[src/rtl/demux_stream_ctrl_pkg.sv]
// Shared types and constants for the packet-aware stream demux controller.
// Keeps the FSM encoding and destination codes in one place for all users.
package demux_ctrl_pkg;

    typedef enum logic {
        IDLE   = 1'b0,
        PACKET = 1'b1
    } state_t;

    localparam logic SEL_A = 1'b0;
    localparam logic SEL_B = 1'b1;

endpackage

[src/rtl/demux_stream_ctrl_if.sv]
// Stream bundle between the producer, the demux controller and its two consumers.
// The controller takes the slave view; the environment driving it takes the master view.
interface demux_stream_ctrl_if #(
    parameter int WIDTH = 8
);
    logic             inValid;
    logic             inReady;
    logic [WIDTH-1:0] inData;
    logic             inSelect;
    logic             inLast;
    logic             outValidA;
    logic             outReadyA;
    logic             outValidB;
    logic             outReadyB;
    logic [WIDTH-1:0] outData;
    logic             outLast;

    modport master (
        output inValid, inData, inSelect, inLast, outReadyA, outReadyB,
        input  inReady, outValidA, outValidB, outData, outLast
    );

    modport slave (
        input  inValid, inData, inSelect, inLast, outReadyA, outReadyB,
        output inReady, outValidA, outValidB, outData, outLast
    );
endinterface

[src/rtl/demux_stream_ctrl_demux.sv]
// One-bit demux gate: routes a single input bit to output A or B by select.
// The unselected output is always driven low.
module Demux
    import demux_ctrl_pkg::*;
(
    input  logic in_i,
    input  logic select_i,
    output logic outA_o,
    output logic outB_o
);

    assign outA_o = in_i & (select_i == SEL_A);
    assign outB_o = in_i & (select_i == SEL_B);

endmodule

[src/rtl/demux_stream_ctrl.sv]
// Packet-aware valid/ready demux controller with a single registered output stage.
// Locks the destination for a whole packet and forces a packet end at MAX_BEATS.
module demux_stream_ctrl
    import demux_ctrl_pkg::*;
#(
    parameter int WIDTH     = 8,
    parameter int MAX_BEATS = 16
) (
    input  logic                clk,
    input  logic                reset,
    demux_stream_ctrl_if.slave  bus,
    output logic                select,
    output logic                busy,
    output logic                overflow
);

    localparam int CW = (MAX_BEATS > 2) ? $clog2(MAX_BEATS) : 1;
    localparam logic [CW-1:0] LAST_COUNT = CW'(MAX_BEATS - 1);

    state_t           state_q, state_d;
    logic             lockedSel_q, lockedSel_d;
    logic [CW-1:0]    beatCount_q, beatCount_d;
    logic             overflow_q, overflow_d;
    logic             regValid_q, regValid_d;
    logic [WIDTH-1:0] regData_q, regData_d;
    logic             regLast_q, regLast_d;
    logic             regSel_q, regSel_d;

    logic drain;
    logic accept;
    logic effSel;
    logic effLast;

    // Ready is combinational from the consumer readies so a full register can pass through at one beat per cycle.
    assign drain   = regValid_q & (regSel_q ? bus.outReadyB : bus.outReadyA);
    assign bus.inReady = ~reset & (~regValid_q | drain);
    assign accept  = bus.inValid & bus.inReady;
    assign effSel  = (state_q == IDLE) ? bus.inSelect : lockedSel_q;
    assign effLast = bus.inLast | (beatCount_q == LAST_COUNT);

    always_comb begin
        regValid_d  = regValid_q;
        regData_d   = regData_q;
        regLast_d   = regLast_q;
        regSel_d    = regSel_q;
        beatCount_d = beatCount_q;
        overflow_d  = overflow_q;
        if (accept) begin
            regValid_d  = 1'b1;
            regData_d   = bus.inData;
            regLast_d   = effLast;
            regSel_d    = effSel;
            beatCount_d = effLast ? '0 : beatCount_q + 1'b1;
            if (effLast && !bus.inLast) begin
                overflow_d = 1'b1;
            end
        end else if (drain) begin
            regValid_d = 1'b0;
        end
    end

    always_ff @(posedge clk) begin
        if (reset) begin
            regValid_q  <= 1'b0;
            regData_q   <= '0;
            regLast_q   <= 1'b0;
            regSel_q    <= SEL_A;
            beatCount_q <= '0;
            overflow_q  <= 1'b0;
        end else begin
            regValid_q  <= regValid_d;
            regData_q   <= regData_d;
            regLast_q   <= regLast_d;
            regSel_q    <= regSel_d;
            beatCount_q <= beatCount_d;
            overflow_q  <= overflow_d;
        end
    end

    always_ff @(posedge clk) begin
        if (reset) begin
            state_q     <= IDLE;
            lockedSel_q <= SEL_A;
        end else begin
            state_q     <= state_d;
            lockedSel_q <= lockedSel_d;
        end
    end

    // The destination latched on a packet's first beat holds until the packet closes.
    always_comb begin
        state_d     = state_q;
        lockedSel_d = lockedSel_q;
        case (state_q)
            IDLE: begin
                if (accept && !effLast) begin
                    state_d     = PACKET;
                    lockedSel_d = bus.inSelect;
                end
            end
            PACKET: begin
                if (accept && effLast) begin
                    state_d = IDLE;
                end
            end
            default: state_d = IDLE;
        endcase
    end

    always_comb begin
        busy = (state_q == PACKET);
    end

    Demux uDemux (
        .in_i     (regValid_q),
        .select_i (regSel_q),
        .outA_o   (bus.outValidA),
        .outB_o   (bus.outValidB)
    );

    assign bus.outData = regData_q;
    assign bus.outLast = regLast_q;
    assign select      = regSel_q;
    assign overflow    = overflow_q;

endmodule

[src/flat_wrapper.sv]
// flat-port wrapper written by rule: the top's interface ports become plain ports
module demux_stream_ctrl_flat import demux_ctrl_pkg::*;
#(
    parameter int WIDTH     = 8,
    parameter int MAX_BEATS = 16
)
  (clk, reset, select, busy, overflow, bus_inValid, bus_inData, bus_inSelect, bus_inLast, bus_outReadyA, bus_outReadyB, bus_inReady, bus_outValidA, bus_outValidB, bus_outData, bus_outLast);
  demux_stream_ctrl_if #(.WIDTH(WIDTH)) bus_i ();
  input  logic clk;
  input  logic reset;
  output logic select;
  output logic busy;
  output logic overflow;
  input wire logic [$bits(bus_i.inValid)-1:0] bus_inValid;
  input wire logic [$bits(bus_i.inData)-1:0] bus_inData;
  input wire logic [$bits(bus_i.inSelect)-1:0] bus_inSelect;
  input wire logic [$bits(bus_i.inLast)-1:0] bus_inLast;
  input wire logic [$bits(bus_i.outReadyA)-1:0] bus_outReadyA;
  input wire logic [$bits(bus_i.outReadyB)-1:0] bus_outReadyB;
  output wire logic [$bits(bus_i.inReady)-1:0] bus_inReady;
  output wire logic [$bits(bus_i.outValidA)-1:0] bus_outValidA;
  output wire logic [$bits(bus_i.outValidB)-1:0] bus_outValidB;
  output wire logic [$bits(bus_i.outData)-1:0] bus_outData;
  output wire logic [$bits(bus_i.outLast)-1:0] bus_outLast;
  assign bus_i.inValid = bus_inValid;
  assign bus_i.inData = bus_inData;
  assign bus_i.inSelect = bus_inSelect;
  assign bus_i.inLast = bus_inLast;
  assign bus_i.outReadyA = bus_outReadyA;
  assign bus_i.outReadyB = bus_outReadyB;
  assign bus_inReady = bus_i.inReady;
  assign bus_outValidA = bus_i.outValidA;
  assign bus_outValidB = bus_i.outValidB;
  assign bus_outData = bus_i.outData;
  assign bus_outLast = bus_i.outLast;
  demux_stream_ctrl #(.WIDTH(WIDTH), .MAX_BEATS(MAX_BEATS)) u_core (.clk(clk), .reset(reset), .bus(bus_i), .select(select), .busy(busy), .overflow(overflow));
endmodule
[config.mk]
export PLATFORM = sky130hd
export DESIGN_NAME = demux_stream_ctrl_flat
export DESIGN_NICKNAME = d
export VERILOG_FILES = /design/src/rtl/demux_stream_ctrl_pkg.sv /design/src/rtl/demux_stream_ctrl_if.sv /design/src/rtl/demux_stream_ctrl_demux.sv /design/src/rtl/demux_stream_ctrl.sv /design/src/flat_wrapper.sv
export SDC_FILE = /design/constraint.sdc
export NUM_CORES = 1
export LEC_CHECK = 0
export BUFFER_PORTS_ARGS = -buffer_cell sky130_fd_sc_hd__buf_2
export CAP_MARGIN = 20
export CORE_UTILIZATION = 36
export CTS_CLUSTER_DIAMETER = 50
export DETAILED_ROUTE_END_ITERATION = 6
export GPL_ROUTABILITY_DRIVEN = 0
export RECOVER_POWER = 50
export SYNTH_ARGS = -nofsm -noshare
export SYNTH_HDL_FRONTEND = slang
export SYNTH_SLANG_ARGS = --single-unit
[constraint.sdc]
create_clock -name clk -period 2.08 [get_ports clk]
set_clock_uncertainty 0.2 [all_clocks]
set_input_delay 0.208 -clock clk [delete_from_list [all_inputs] [get_ports clk]]
set_output_delay 0.208 -clock clk [all_outputs]
set_load 0.02 [all_outputs]
==> results.yml, run 1 <==
critical_path:
  cp_slowest_cell: "dfxtp_1"
  worstSetupStartpoint: "u_core.select"
  startpoint_type: "register"
  critPathBufInv: 1
  reg2reg_from: "u_core.beatCount_q[0]"
  rr_endpoint: "u_core.lockedSel_q"
  critical_path_class: "reg2out"
  cp_cell_sequence: "mux2i_1 > a21oi_1 > buf_2"
  critPathMaxStageDelay_ns: 0.44
  worstRegToRegCells: 5
  critPathRequiredTime_ns: 1.67
  rrSetupSlack_ns: 0.32
  cp_top_family: "flip-flops"
  worstPathMaxFanout: 6
  arrival_ns: 1.43
  end_kind: "primary output"
grt:
  antenna_found_initial: 0
  grt_max_degree: 20
  first_global_vias: 693
  grt_overflow: 0
  gr-usage-all-layers: 0.151
  grt_pass1_wl_um: 2870
floorplan:
  core_mm2: 0.00204
  die_w_um: 49.7
  io_pins: 30
  dieArea_mm2: 0.00247
  start_util: 0.401
  die_h_um: 49.7
  rows: 16
finish:
  layout.nets: 143
  antenna_cells: 0
  final_area_mm2: 0.00109
  final_common_cell: "dfxtp_1"
  layout_common_cells: "dfxtp_1 (18), buf_2 (15), clkbuf_1 (14), nand2b_1 (12), o21ai_0 (10)"
  area_growth_pct: 33.1
  drive_above_1_share: 0.222
run:
  cap_violations: 0
clock_network:
  cts_root_buf: "clkbuf_4"
  cts_resized: 0
  htreeDepth: 1
  path_clk_slew_ns: 0.10
  postCtsHoldBufs: 9
  tritoncts: "built"
  cts_buffers: 3
  cts_max_path_buffers: 2
  worstSkewPairLatency_ns: 0.29
  cts_setup_buffers: 0
  cts.sinks: 18
min_path:
  whs_endpoint: "u_core.select"
  hold_depth: 3
  min-delay-start: "bus_inSelect"
  hold_path_class: "in2reg"
routing:
  drc: 0
  dr.pass1.iters: 3
  drt-vias-per-instance: 4.59
  post_drt_wl_per_cell_um: 10.6
  drt_iter0_markers: 8
  ant_nets: 0
  routed-via-count: 703
  wl_um: 1620
yosys:
  ys.warnings.count: 0
  ys_seq_elements: 18
  seq_area_frac_synth: 0.440
  synth_edf_count: 0
  ys_types: 29
  yosysTopAreaCell: "dfxtp_1"
  synth_area_per_cell_um2: 9.53
  synth.top_cell.area_share: 0.440
  synth-async-reset-ratio: 0
  ys.flop_type: "dfxtp_1"
  synth_nets: 102
  syn_area_um2: 820
  synth_cells: 86
  synth_area_leaders: "dfxtp_1 (44%), nand2b_1 (9.2%), o21ai_0 (6.1%)"
place:
  hpwlAfterDp_um: 1090
  placed_area_um2: 982
  io_buffer_count: 29
sta:
  slew_headroom: 0.691
  finalHoldViolations: 0
  grt_setup_unrepaired: "no"
  post-route-min-period_ns: 1.83
  setup_tns_ns: 0
  maxSlewViolCount: 0
  tightest_slew_ns: 0.462
  period_share: 0.882
  clock.fmax_ghz: 0.545
  setup_viol: 0
  hold_ws_ns: 0.0608
run_status:
  outcome: "finished, final reports clean"
power:
  power_leakage_nw: 0.421
  p_per_area_mw_per_mm2: 658
  max-vdd-ir-drop_uv: 544
==> per-layer routing <==
layer,share of wire,global-route usage,routed length (µm),vias to the layer above
met2,0.47,0.239,756,14
met1,0.48,0.191,782,310
met4,0.0092,0.0429,15,0
met5,0,0,0,-
met3,0.043,0.0556,70,2
li1,-,-,-,377
==> tightest hold or removal path: cells and delay by family <==
family / cells / cell delay (ns)
mux: 1 / 0.12
compound gates: 1 / 0.08
buf+inv: 1 / 0.10
==> layout make-up <==
cell class                 instances  area [µm²]
inverter                           1        3.75
timing repair buffer              40         233
sequential                        18         360
multi-input combinational         63         424
fill                             222         951
tap                               27        33.8
clock buffer                       4        36.3
==> report_power, final <==
part / internal [mW] / switching, mW
clock network: 0.107 / 0.109
registers: 0.364 / 0.0137
logic: 0.0567 / 0.0685
==> sequential cells by signal, indices dropped and copies added, names as in the netlist, named ones only <==
| register | count |
|---|---|
| u_core.bus.outData | 8 |
| u_core.beatCount_q | 4 |
| u_core.bus.outLast | 1 |
| u_core.lockedSel_q | 1 |
| u_core.overflow | 1 |
| u_core.regValid_q | 1 |
| u_core.select | 1 |
==> synthesized netlist by cell type, types with 2 or more instances <==
library cell and n:
a21oi_1 4, nand2_1 8, mux2i_1 3, nand2b_1 12, dfxtp_1 18, nor2_1 7, buf_4 2, nand3_1 2
o21ai_0 10
==> logic make-up (layout without fill, tap and decap cells) <==
group                    count (synthesis)  in the layout  share of synthesized area
adder cells (fa/ha/maj)                  1              1                     0.0153
flip-flops                              18             18                      0.440
AO/OA/AOI/OAI                           24             24                      0.223
multiplexers                             4              4                     0.0550
AND/OR/NAND/NOR                         34             34                      0.224
buffers and inverters                    5             45                     0.0427
==> stage by stage <==
| step | cells | setup WS [ns] | utilization | power, mW |
|---|---|---|---|---|
| after floorplan | 86 | 0.408 | - | 0.463 |
| after global placement | 140 | 0.372 | 0.481 | 0.501 |
| after detailed placement | 140 | 0.335 | 0.481 | 0.503 |
| after CTS | 153 | 0.239 | 0.543 | 0.732 |
| after global routing | 153 | 0.101 | 0.534 | 0.755 |
| final | 153 | 0.246 | 0.534 | 0.718 |
==> worst max-delay path by stage <==
| stage | depth (start not counted) | end | slack (ns) |
|---|---|---|---|
| floorplan | 5 | u_core.bus.outLast | 0.41 |
| global placement | 5 | u_core.lockedSel_q | 0.37 |
| detailed placement | 5 | u_core.lockedSel_q | 0.34 |
| CTS | 3 | bus_inReady | 0.24 |
| global route | 3 | bus_inReady | 0.10 |
| finish | 3 | bus_inReady | 0.25 |
No activity file was read; power rests on OpenSTA's default activity.
==> run 2, diff against run 1 <==
--- a/config.mk
+++ b/config.mk
@@ -7,10 +7,13 @@
 export LEC_CHECK = 0
 export BUFFER_PORTS_ARGS = -buffer_cell sky130_fd_sc_hd__buf_2
 export CAP_MARGIN = 20
-export CORE_UTILIZATION = 36
+export CELL_PAD_IN_SITES_DETAIL_PLACEMENT = 1
+export CELL_PAD_IN_SITES_GLOBAL_PLACEMENT = 1
+export CORE_UTILIZATION = 34
 export CTS_CLUSTER_DIAMETER = 50
 export DETAILED_ROUTE_END_ITERATION = 6
 export GPL_ROUTABILITY_DRIVEN = 0
+export PLACE_DENSITY_LB_ADDON = 0.1
 export RECOVER_POWER = 50
 export SYNTH_ARGS = -nofsm -noshare
 export SYNTH_HDL_FRONTEND = slang
==> results.yml, run 2 (synthesized netlist as in run 1, its figures left out) <==
routing:
  drt-vias-per-instance: 4.81
  ant_nets: 0
  wl_um: 1890
  drt_iter0_markers: 5
  dr.pass1.iters: 2
  post_drt_wl_per_cell_um: 12.3
  drc: 0
  routed-via-count: 740
finish:
  antenna_cells: 0
  fill_cells: 277
  area_growth_pct: 33.3
  largest_reg_flops: 8
  final_area_mm2: 0.00109
  layout.nets: 143
  layout_common_cells: "dfxtp_1 (18), buf_2 (15), clkbuf_1 (14), nand2b_1 (12), o21ai_0 (10)"
  drive_above_1_share: 0.222
  final_common_cell: "dfxtp_1"
floorplan:
  die_h_um: 51.1
  rows: 17
  core_mm2: 0.00223
  die_w_um: 51.1
  dieArea_mm2: 0.00261
  io_pins: 30
  start_util: 0.367
sta:
  finalHoldViolations: 0
  setup_tns_ns: 0
  grt_setup_unrepaired: "no"
  tightest_slew_ns: 0.425
  setup_viol: 0
  post-route-min-period_ns: 1.89
  slew_headroom: 0.708
  period_share: 0.907
  maxSlewViolCount: 0
  finalWorstSetupSlack_ns: 0.194
  clock.fmax_ghz: 0.530
clock_network:
  cts_setup_buffers: 0
  cts_root_buf: "clkbuf_4"
  tritoncts: "built"
  htreeDepth: 1
  path_clk_slew_ns: 0.10
  cts_max_path_buffers: 2
  cts.sinks: 18
  cts_buffers: 3
  worstSkewPairLatency_ns: 0.29
grt:
  gr-usage-all-layers: 0.168
  grt_pass1_wl_um: 3200
  grt_overflow: 0
  antenna_found_initial: 0
  first_global_vias: 768
  grt_max_degree: 20
run_status:
  outcome: "finished, final reports clean"
run:
  cap_violations: 0
critical_path:
  critPathRequiredTime_ns: 1.67
  arrival_ns: 1.48
  rrSetupSlack_ns: 0.33
  end_kind: "primary output"
  startpoint_type: "register"
  worstPathMaxFanout: 6
  critical_path_class: "reg2out"
power:
  max-vdd-ir-drop_uv: 408
  power_leakage_nw: 0.421
  p_per_area_mw_per_mm2: 658
min_path:
  hold_path_class: "in2reg"
place:
  pre_cts_ws_ns: 0.328
  hpwlAfterDp_um: 1350
  io_buffer_count: 29
  placed_area_um2: 983
==> run 2: area by class of cell <==
type / instances / area (µm²) / area share
Timing Repair Buffer: 40 / 233 / 0.213
Tap cell: 28 / 35.0 / 0.0321
Inverter: 1 / 3.75 / 0.00344
Sequential cell: 18 / 360 / 0.330
Clock buffer: 4 / 36.3 / 0.0332
Multi-Input combinational cell: 63 / 424 / 0.388
==> run 2: timing repair <==
action	4_1_cts	5_1_grt
resized for setup	0	0
hold buffers	9	0
hold endpoints to repair	9	0
==> run 2: path summary, 6_finish.rpt <==
| path | cells past startpoint | end | startpoint |
|---|---|---|---|
| setup / recovery | 3 | bus_inReady | u_core.select |
| hold / removal | 3 | u_core.select | bus_inSelect |
| setup reg to reg | 5 | u_core.bus.outData[7] | u_core.select |
| hold reg to reg | 2 | u_core.bus.outData[2] | u_core.bus.outData[2] |
==> run 2: per-layer routing <==
layer  GRT usage  vias up  wire (µm)
met5           0        -          0
met1       0.181      342        835
met4      0.0972        0         17
met2       0.305       18        952
met3      0.0268        2         85
li1            -      378          -
==> run 2: through the flow <==
stage | total power [mW] | util | hold WS, ns | instances
after floorplan | 0.463 | - | 0.117 | 86
after global placement | 0.502 | 0.440 | 0.203 | 141
after detailed placement | 0.506 | 0.440 | 0.214 | 141
after CTS | 0.735 | 0.497 | 0.0554 | 154
after global routing | 0.761 | 0.489 | 0.0473 | 154
final | 0.719 | 0.489 | 0.0630 | 154
==> run 2: critical path, cell delays in order (launching register included) <==
cell	delay, ns
dfxtp_1	0.45
mux2i_1	0.44
a21oi_1	0.12
buf_2	0.17
==> run 2: power by group <==
group	total, mW	internal [mW]	switching (mW)
registers	0.378	0.364	0.0146
clock network	0.213	0.107	0.107
logic	0.128	0.0569	0.0708
==> run 3, diff against run 2 <==
--- a/config.mk
+++ b/config.mk
@@ -9,6 +9,7 @@
 export CAP_MARGIN = 20
 export CELL_PAD_IN_SITES_DETAIL_PLACEMENT = 1
 export CELL_PAD_IN_SITES_GLOBAL_PLACEMENT = 1
+export CORE_ASPECT_RATIO = 0.6
 export CORE_UTILIZATION = 34
 export CTS_CLUSTER_DIAMETER = 50
 export DETAILED_ROUTE_END_ITERATION = 6
==> results.yml, run 3 (synthesized netlist as in run 1, its figures left out) <==
min_path:
  min-delay-start: "bus_inSelect"
  hold_path_class: "in2reg"
floorplan:
  dieArea_mm2: 0.00262
  io_pins: 30
  core_mm2: 0.00221
  start_util: 0.370
  die_w_um: 65.4
  die_h_um: 40.0
  rows: 13
clock_network:
  tritoncts: "built"
  postCtsHoldBufs: 9
  cts_resized: 0
  cts.sinks: 18
  htreeDepth: 1
  cts_max_path_buffers: 2
  cts_root_buf: "clkbuf_8"
  cts_setup_buffers: 0
  worstSkewPairLatency_ns: 0.25
  path_clk_slew_ns: 0.07
  cts_buffers: 3
critical_path:
  critPathRequiredTime_ns: 1.67
  worstPathMaxFanout: 6
  critical_path_class: "reg2out"
  worstSetupStartpoint: "u_core.select"
  reg2reg_from: "u_core.beatCount_q[0]"
  startpoint_type: "register"
  end_kind: "primary output"
  arrival_ns: 1.45
power:
  p_per_area_mw_per_mm2: 710
  max-vdd-ir-drop_uv: 358
  power_leakage_nw: 0.429
  power_uw: 791
routing:
  routed-via-count: 759
  ant_nets: 0
  drc: 0
  wl_um: 2050
  drt_iter0_markers: 21
  dr.pass1.iters: 4
  post_drt_wl_per_cell_um: 13.2
  drt-vias-per-instance: 4.87
sta:
  clock.fmax_ghz: 0.538
  tightest_slew_ns: 0.433
  maxSlewViolCount: 0
  finalHoldViolations: 0
  period_share: 0.894
  slew_headroom: 0.703
  setup_tns_ns: 0
  post-route-min-period_ns: 1.86
  setup_viol: 0
  grt_setup_unrepaired: "no"
finish:
  multi_input_area_um2: 424
  drive_above_1_share: 0.222
  layout_common_cells: "dfxtp_1 (18), buf_2 (15), clkbuf_1 (14), nand2b_1 (12), o21ai_0 (10)"
  fill_cells: 279
  largest_reg_flops: 8
  antenna_cells: 0
  area_growth_pct: 35.9
  layout.nets: 143
  final_common_cell: "dfxtp_1"
  fin_util: 0.503
  regArea_um2: 360
place:
  io_buffer_count: 29
  hpwlAfterDp_um: 1420
grt:
  gr-usage-all-layers: 0.174
  grt_max_degree: 20
  grt_overflow: 0
  first_global_vias: 748
  grt_pass1_wl_um: 3240
  antenna_found_initial: 0
run_status:
  outcome: "finished, final reports clean"
run:
  cap_violations: 0
-- run 3: cell counts in the layout (fill, tap and decap cells not counted) --
No cell type changed its count.
-- run 3: path summary, 6_finish.rpt --
kind | end | slack (ns) | cells after the start
setup reg to reg | u_core.lockedSel_q | 0.27 | 5
hold reg to reg | u_core.bus.outData[2] | 0.27 | 2
hold / removal | u_core.select | 0.1 | 3
setup / recovery | bus_inReady | 0.22 | 3
-- run 3: worst max-delay path, stage by stage, from the launching register on --
cell and delay, ns:
dfxtp_1 0.46, mux2i_1 0.45, a21oi_1 0.12, buf_2 0.17
-- run 3: metal layers --
metal  wire length [µm]  vias up  global-route usage
met4                 40        0              0.0707
met1                957      358               0.197
met3                 97        6              0.0625
met5                  0        -                   0
li1                   -      374                   -
met2                958       21               0.312
-- run 3: area by class of cell --
| cell class | instances | area share |
|---|---|---|
| timing repair buffer | 40 | 0.209 |
| multi-input combinational | 63 | 0.381 |
| sequential | 18 | 0.324 |
| tap | 30 | 0.0337 |
| clock buffer | 4 | 0.0494 |
| inverter | 1 | 0.00337 |
-- run 3: power breakdown --
group          leakage (nW)  total [mW]  switching [mW]  internal, mW
clock                0.0288       0.283           0.115         0.168
combinational         0.252       0.128          0.0714        0.0568
sequential            0.148       0.379          0.0155         0.364
-- run 3: metrics by stage --
| step | area (µm²) | hold slack (ns) | setup slack [ns] | std cells |
|---|---|---|---|---|
| floorplan | 820 | 0.117 | 0.408 | 86 |
| global placement | 986 | 0.201 | 0.373 | 143 |
| detailed placement | 986 | 0.211 | 0.311 | 143 |
| CTS | 1130 | 0.0922 | 0.216 | 156 |
| global route | 1110 | 0.105 | 0.105 | 156 |
| finish | 1110 | 0.0952 | 0.221 | 156 |
